$ cat src/rtl/ccb_arb_pkg.sv
// rtl/ccb_arb_pkg.sv - shared types, defaults and id-width helper for the CCB access arbiter
package ccb_arb_pkg;

  typedef enum logic [0:0] {
    IDLE  = 1'b0,
    GRANT = 1'b1
  } arb_state_t;

  // Defaults also consumed by the CCB mux so both sides agree on agent count.
  localparam int CCB_N_AGENTS_DEF   = 2;
  localparam int CCB_FIFO_DEPTH_DEF = 4;
  localparam int CCB_MAX_HOLD_DEF   = 16;

  function automatic int id_width(input int n);
    return (n > 1) ? $clog2(n) : 1;
  endfunction

endpackage

$ cat src/rtl/ccb_req_fifo.sv
// rtl/ccb_req_fifo.sv - single-push/single-pop synchronous id queue with count and flags
module ccb_req_fifo #(
  parameter int DEPTH = 4,
  parameter int W     = 2,
  localparam int PTR_W = (DEPTH > 1) ? $clog2(DEPTH) : 1,
  localparam int CNT_W = $clog2(DEPTH) + 1
) (
  input  logic             clk,
  input  logic             rst,
  input  logic             push,
  input  logic [W-1:0]     push_data,
  input  logic             pop,
  output logic [W-1:0]     pop_data,
  output logic [CNT_W-1:0] count,
  output logic             full,
  output logic             empty
);

  logic [W-1:0]     mem [DEPTH];
  logic [PTR_W-1:0] wr_ptr;
  logic [PTR_W-1:0] rd_ptr;
  logic             do_push;
  logic             do_pop;

  assign full     = (count == CNT_W'(DEPTH));
  assign empty    = (count == '0);
  assign do_push  = push & ~full;
  assign do_pop   = pop & ~empty;
  assign pop_data = mem[rd_ptr];

  always_ff @(posedge clk) begin
    if (do_push) mem[wr_ptr] <= push_data;
  end

  // Depth is a power of two, so pointers wrap by plain overflow.
  always_ff @(posedge clk) begin
    if (rst) begin
      wr_ptr <= '0;
      rd_ptr <= '0;
      count  <= '0;
    end else begin
      if (do_push) wr_ptr <= wr_ptr + 1'b1;
      if (do_pop)  rd_ptr <= rd_ptr + 1'b1;
      case ({do_push, do_pop})
        2'b10:   count <= count + CNT_W'(1);
        2'b01:   count <= count - CNT_W'(1);
        default: count <= count;
      endcase
    end
  end

endmodule

$ cat src/rtl/ccb_access_arbiter.sv
// rtl/ccb_access_arbiter.sv - arrival-order CCB arbiter; optional grant watchdog via CCB_ARB_TIMEOUT_EN
module ccb_access_arbiter
  import ccb_arb_pkg::*;
#(
  parameter int N_AGENTS   = CCB_N_AGENTS_DEF,
  parameter int FIFO_DEPTH = CCB_FIFO_DEPTH_DEF,
  parameter int MAX_HOLD   = CCB_MAX_HOLD_DEF,
  localparam int ID_W  = id_width(N_AGENTS),
  localparam int CNT_W = $clog2(FIFO_DEPTH) + 1
) (
  input  logic                fastClk,
  input  logic                rst,
  input  logic [N_AGENTS-1:0] req,
  output logic [N_AGENTS-1:0] gnt,
  output logic                busy,
  output logic [ID_W-1:0]     cur_id,
  output logic [CNT_W-1:0]    q_count,
  output logic                timeout
);

  arb_state_t          state, state_nxt;
  logic [N_AGENTS-1:0] req_q, pend, arrival;
  logic [N_AGENTS-1:0] arr_new, cand, push_mask, rel_mask;
  logic [N_AGENTS-1:0] gnt_nxt;
  logic [ID_W-1:0]     cur_id_nxt, push_id, head_id, rel_id;
  logic                push_vld, fifo_push, fifo_pop, fifo_full, fifo_empty, rel_vld;

`ifdef CCB_ARB_TIMEOUT_EN
  localparam int HOLD_W = $clog2(MAX_HOLD + 1);
  logic [HOLD_W-1:0] hold_cnt, hold_nxt;
  logic              timeout_q, timeout_nxt;
  assign timeout = timeout_q;
`else
  assign timeout = 1'b0;
`endif

  assign busy = |gnt;

  // Pending agents cannot re-arrive, so at most one entry per agent is ever queued.
  always_comb begin
    arr_new   = req & ~req_q & ~pend;
    cand      = arrival | arr_new;
    push_vld  = 1'b0;
    push_id   = '0;
    push_mask = '0;
    for (int i = N_AGENTS - 1; i >= 0; i--) begin
      if (cand[i]) begin
        push_vld     = 1'b1;
        push_id      = ID_W'(i);
        push_mask    = '0;
        push_mask[i] = 1'b1;
      end
    end
  end

  assign fifo_push = push_vld & ~fifo_full;

  ccb_req_fifo #(
    .DEPTH (FIFO_DEPTH),
    .W     (ID_W)
  ) u_fifo (
    .clk       (fastClk),
    .rst       (rst),
    .push      (fifo_push),
    .push_data (push_id),
    .pop       (fifo_pop),
    .pop_data  (head_id),
    .count     (q_count),
    .full      (fifo_full),
    .empty     (fifo_empty)
  );

  always_comb begin
    state_nxt  = state;
    gnt_nxt    = gnt;
    cur_id_nxt = cur_id;
    fifo_pop   = 1'b0;
    rel_vld    = 1'b0;
    rel_id     = cur_id;
`ifdef CCB_ARB_TIMEOUT_EN
    hold_nxt    = hold_cnt;
    timeout_nxt = 1'b0;
`endif
    case (state)
      IDLE: begin
        if (!fifo_empty) begin
          fifo_pop = 1'b1;
          if (req[head_id]) begin
            gnt_nxt          = '0;
            gnt_nxt[head_id] = 1'b1;
            cur_id_nxt       = head_id;
            state_nxt        = GRANT;
`ifdef CCB_ARB_TIMEOUT_EN
            hold_nxt = '0;
`endif
          end else begin
            rel_vld = 1'b1;
            rel_id  = head_id;
          end
        end
      end
      GRANT: begin
        if (!req[cur_id]) begin
          gnt_nxt    = '0;
          cur_id_nxt = '0;
          rel_vld    = 1'b1;
          state_nxt  = IDLE;
        end
`ifdef CCB_ARB_TIMEOUT_EN
        else if (hold_cnt == HOLD_W'(MAX_HOLD - 1)) begin
          gnt_nxt     = '0;
          cur_id_nxt  = '0;
          rel_vld     = 1'b1;
          timeout_nxt = 1'b1;
          state_nxt   = IDLE;
        end else begin
          hold_nxt = hold_cnt + HOLD_W'(1);
        end
`endif
      end
      default: state_nxt = IDLE;
    endcase
    rel_mask = '0;
    if (rel_vld) rel_mask[rel_id] = 1'b1;
  end

  always_ff @(posedge fastClk) begin
    if (rst) begin
      state   <= IDLE;
      gnt     <= '0;
      cur_id  <= '0;
      req_q   <= req;
      pend    <= '0;
      arrival <= '0;
    end else begin
      state   <= state_nxt;
      gnt     <= gnt_nxt;
      cur_id  <= cur_id_nxt;
      req_q   <= req;
      pend    <= (pend | (fifo_push ? push_mask : '0)) & ~rel_mask;
      arrival <= cand & ~(fifo_push ? push_mask : '0);
    end
  end

`ifdef CCB_ARB_TIMEOUT_EN
  always_ff @(posedge fastClk) begin
    if (rst) begin
      hold_cnt  <= '0;
      timeout_q <= 1'b0;
    end else begin
      hold_cnt  <= hold_nxt;
      timeout_q <= timeout_nxt;
    end
  end
`endif

endmodule
$ cat config.mk
export PLATFORM = sky130hd
export DESIGN_NAME = ccb_access_arbiter
export DESIGN_NICKNAME = d
export VERILOG_FILES = /design/src/rtl/ccb_arb_pkg.sv /design/src/rtl/ccb_req_fifo.sv /design/src/rtl/ccb_access_arbiter.sv
export SDC_FILE = /design/constraint.sdc
export NUM_CORES = 1
export LEC_CHECK = 0
export BUFFER_PORTS_ARGS = -buffer_cell sky130_fd_sc_hd__buf_2
export CORE_AREA = 2 2 53 60
export CTS_CLUSTER_DIAMETER = 40
export DETAILED_ROUTE_END_ITERATION = 16
export DIE_AREA = 0 0 55 62
export PLACE_DENSITY = 0.65
export SLEW_MARGIN = 20
export SYNTH_ARGS = -nofsm -noshare
export SYNTH_HDL_FRONTEND = slang
export SYNTH_HIERARCHICAL = 1
export SYNTH_SLANG_ARGS = --single-unit
$ cat constraint.sdc
create_clock -name fastClk -period 2.7 [get_ports fastClk]
set_input_delay 0.27 -clock fastClk [delete_from_list [all_inputs] [get_ports fastClk]]
set_output_delay 0.27 -clock fastClk [all_outputs]
set_load 0.01 [all_outputs]
==> impl_metrics.yaml <==
synthesis:
  ys_warn_count: 6
  ys_top_cells_by_area: "dfxtp_1 34%, edfxtp_1 11%, ha_1 6.0%"
  syn_nets: 118
  synth-edff-count: 4
  synth_cells: 108
  synth_most_common_cell: "dfxtp_1"
  synth.cell_area_um2: 1050
  ys_seq_area_frac: 0.4577
  syn_area_per_cell_um2: 9.720
  ys_types: 34
  synth_top_area_cell: "dfxtp_1"
  synthFlopType: "dfxtp_1"
  synth_commonest_cells: "18 x dfxtp_1, 12 x inv_1, 10 x a21oi_1, 10 x nor2_1, 5 x ha_1"
  synth_top_cell_area_share: 0.3433
  ys_async_sr_fraction: 0
  postSynthRegisterBits: 22
sta:
  post-route-period-util: 0.8888
  rsz0062_at_grt: "no"
  final.setup.tns_ns: 0
  setup_viol: 0
  period_needed_ns: 2.400
  fmax_mhz: 416.7
  finalHoldViolCount: 0
  maxSlewViolCount: 0
  fin_skew_ns: 0.004853
drt:
  drt_iter0_drc: 21
  drc: 0
  num_vias: 768
  vias_per_cell: 4.955
  firstDrtPassIters: 4
  wl_per_cell_um: 11.63
  finalWirelength_um: 1803
  ant_nets: 0
worst_setup_path:
  cp_common_cell: "inv_1"
  path_cells: "nor3_2 -> or2_4 -> inv_1 -> o31ai_1 -> inv_1 -> ha_1 -> inv_1 -> fa_1 -> xor2_1 -> or3_1 -> a21oi_1"
  crit_required_ns: 2.95
  path_max_fanout: 6
  max_stage_delay_ns: 0.48
  reg2regPathDepth: 11
  criticalPathCategory: "flop to flop"
  cp-end-kind: "flop"
  timing.rr.start: "u_fifo/count[0]"
  rr_endpoint: "u_fifo/count[2]"
  reg2reg_slack_ns: 0.30
  cp_num_buf_inv: 3
  crit_path_start_kind: "flop"
  worst_ep_arrival_time_ns: 2.65
  cp_slowest_cell: "dfxtp_1"
  crit_family: "simple AND/OR/NAND/NOR gates"
min_path:
  holdPathStages: 1
  hp-class: "primary input to flop"
  holdPathEnd: "req_q[0]"
  hold_start: "req[0]"
finish:
  layout.nets: 132
  layout-drive-gt1-share: 0.1901
  area_growth_syn_to_layout_pct: 10.97
  antenna_cells: 0
placement:
  dp_hpwl_um: 1358
  gp_congestion: 0.7094
  port_buffers: 10
clocking:
  tritoncts: "done"
  clkLatencyLatePin_ns: 0.31
  path_clk_slew_ns: 0.12
  cts.path.max_buffers: 2
  cts_hold_buf: 0
  ctsResizeCount: 0
  cts_buffers: 3
  cts_setup_buffers: 0
  root_buffer: "clkbuf_4"
  htree_levels: 1
  cts.sinks: 22
floorplan:
  initial_core_util: 0.3632
  io_pins: 12
  fp.dieW_um: 55
  num_rows: 21
  dieArea_um2: 3410
  core_area_um2: 2890
  die_y_um: 62
global_routing:
  track_usage: 0.1244
  grt_max_degree: 16
  grt_antenna_before_repair: 0
  grt_overflow: 0
  grt_pass1_vias: 734
  grt_pass1_wl_um: 3042
pwr:
  powerDensity_nw_per_um2: 885.3
  finalPower_mw: 1.031
  p_leak_nw: 0.4698
  peakVddDrop_mv: 0.5224
outcome:
  status: "finished clean"
job:
  maxCapViolations: 0
## flip-flops by register name (all words and copies together) (netlist names), named ones only
name,count
arrival,2
gnt,2
req_q,2
pend,2
u_fifo/wr_ptr,2
u_fifo/rd_ptr,2
u_fifo/mem,4
state,1
u_fifo/count,3
## layer usage
metal / track usage / vias to the layer above / part of all wire
li1: - / 394 / -
met1: 0.1474 / 355 / 0.46
met2: 0.2143 / 17 / 0.47
met3: 0.05024 / 2 / 0.055
met4: 0.02091 / 0 / 0.0050
met5: 0 / - / 0
## how the worst max path moves through the flow
stage	slack, ns	cells past startpoint	end	startpoint
floorplan	0.36	11	u_fifo/count[2]	u_fifo/count[2]
global placement	0.27	13	u_fifo/count[2]	req[1]
detailed placement	0.21	13	u_fifo/count[2]	req[1]
CTS	0.26	11	u_fifo/count[2]	u_fifo/count[0]
global route	0.02	12	u_fifo/count[2]	pend[1]
finish	0.30	11	u_fifo/count[2]	u_fifo/count[0]
## placed cells by master, fill, tap and decap left out, types with 2 or more instances in the layout
cell	Yosys	routed
a21oi_1	10	10
nor3b_1	3	3
buf_4	2	2
buf_2	0	10
o221ai_1	3	3
o21ai_0	4	4
a211oi_1	2	2
and2_1	4	4
clkbuf_4	0	3
or2b_1	2	2
edfxtp_1	4	4
nor3_1	3	3
or3_1	4	4
ha_1	5	5
nor2_1	10	10
dfxtp_1	18	18
inv_1	12	12
nand2_1	2	2
xor2_1	3	3
## cell families (layout without fill, tap and decap cells)
| family | count (synthesis) | after routing | share of synthesized area |
|---|---|---|---|
| buffers and inverters | 15 | 28 | 0.06078 |
| AND/OR/NAND/NOR | 36 | 36 | 0.2038 |
| adder cells (fa/ha/maj) | 6 | 6 | 0.07867 |
| flip-flops | 22 | 22 | 0.4577 |
| multiplexers | 3 | 3 | 0.04171 |
| XOR/XNOR | 3 | 3 | 0.02503 |
| other | 1 | 1 | 0.003572 |
| AO/OA/AOI/OAI | 22 | 22 | 0.1287 |
## power breakdown
part / leakage (nW) / total [mW] / switching (mW) / internal, mW
sequential: 0.185 / 0.462 / 0.0615 / 0.400
clock: 0.0154 / 0.153 / 0.0991 / 0.0540
combinational: 0.270 / 0.417 / 0.221 / 0.195
## through the flow
step | area, um2 | cells | worst slack, ns | hold slack (ns) | utilization
3_5_place_dp | 1139 | 151 | 0.2105 | 0.4520 | 0.3939
3_3_place_gp | 1139 | 151 | 0.2674 | 0.4413 | 0.3939
5_1_grt | 1165 | 155 | 0.01920 | 0.1178 | 0.4030
6_report | 1165 | 155 | 0.3002 | 0.1328 | 0.4030
2_1_floorplan | 1050 | 108 | 0.3563 | 0.2977 | -
4_1_cts | 1165 | 155 | 0.2622 | 0.1171 | 0.4030
## layout make-up
class	count	area [um2]
fillers	287	1725
multi-input cells	71	505.5
flip-flops and latches	22	480.5
repair buffers	12	65.06
inverters	12	45.04
well taps	34	42.54
clock buffers	3	22.52
clock inverters	1	3.754
## worst reg2reg max path, stage by stage, from the launching register on
cell and delay (ns):
dfxtp_1 0.48, nor3_2 0.11, or2_4 0.26, inv_1 0.10, o31ai_1 0.10, inv_1 0.07, ha_1 0.18, inv_1 0.06
fa_1 0.37, xor2_1 0.16, or3_1 0.31, a21oi_1 0.14
No activity file was read; power rests on OpenSTA's default activity.
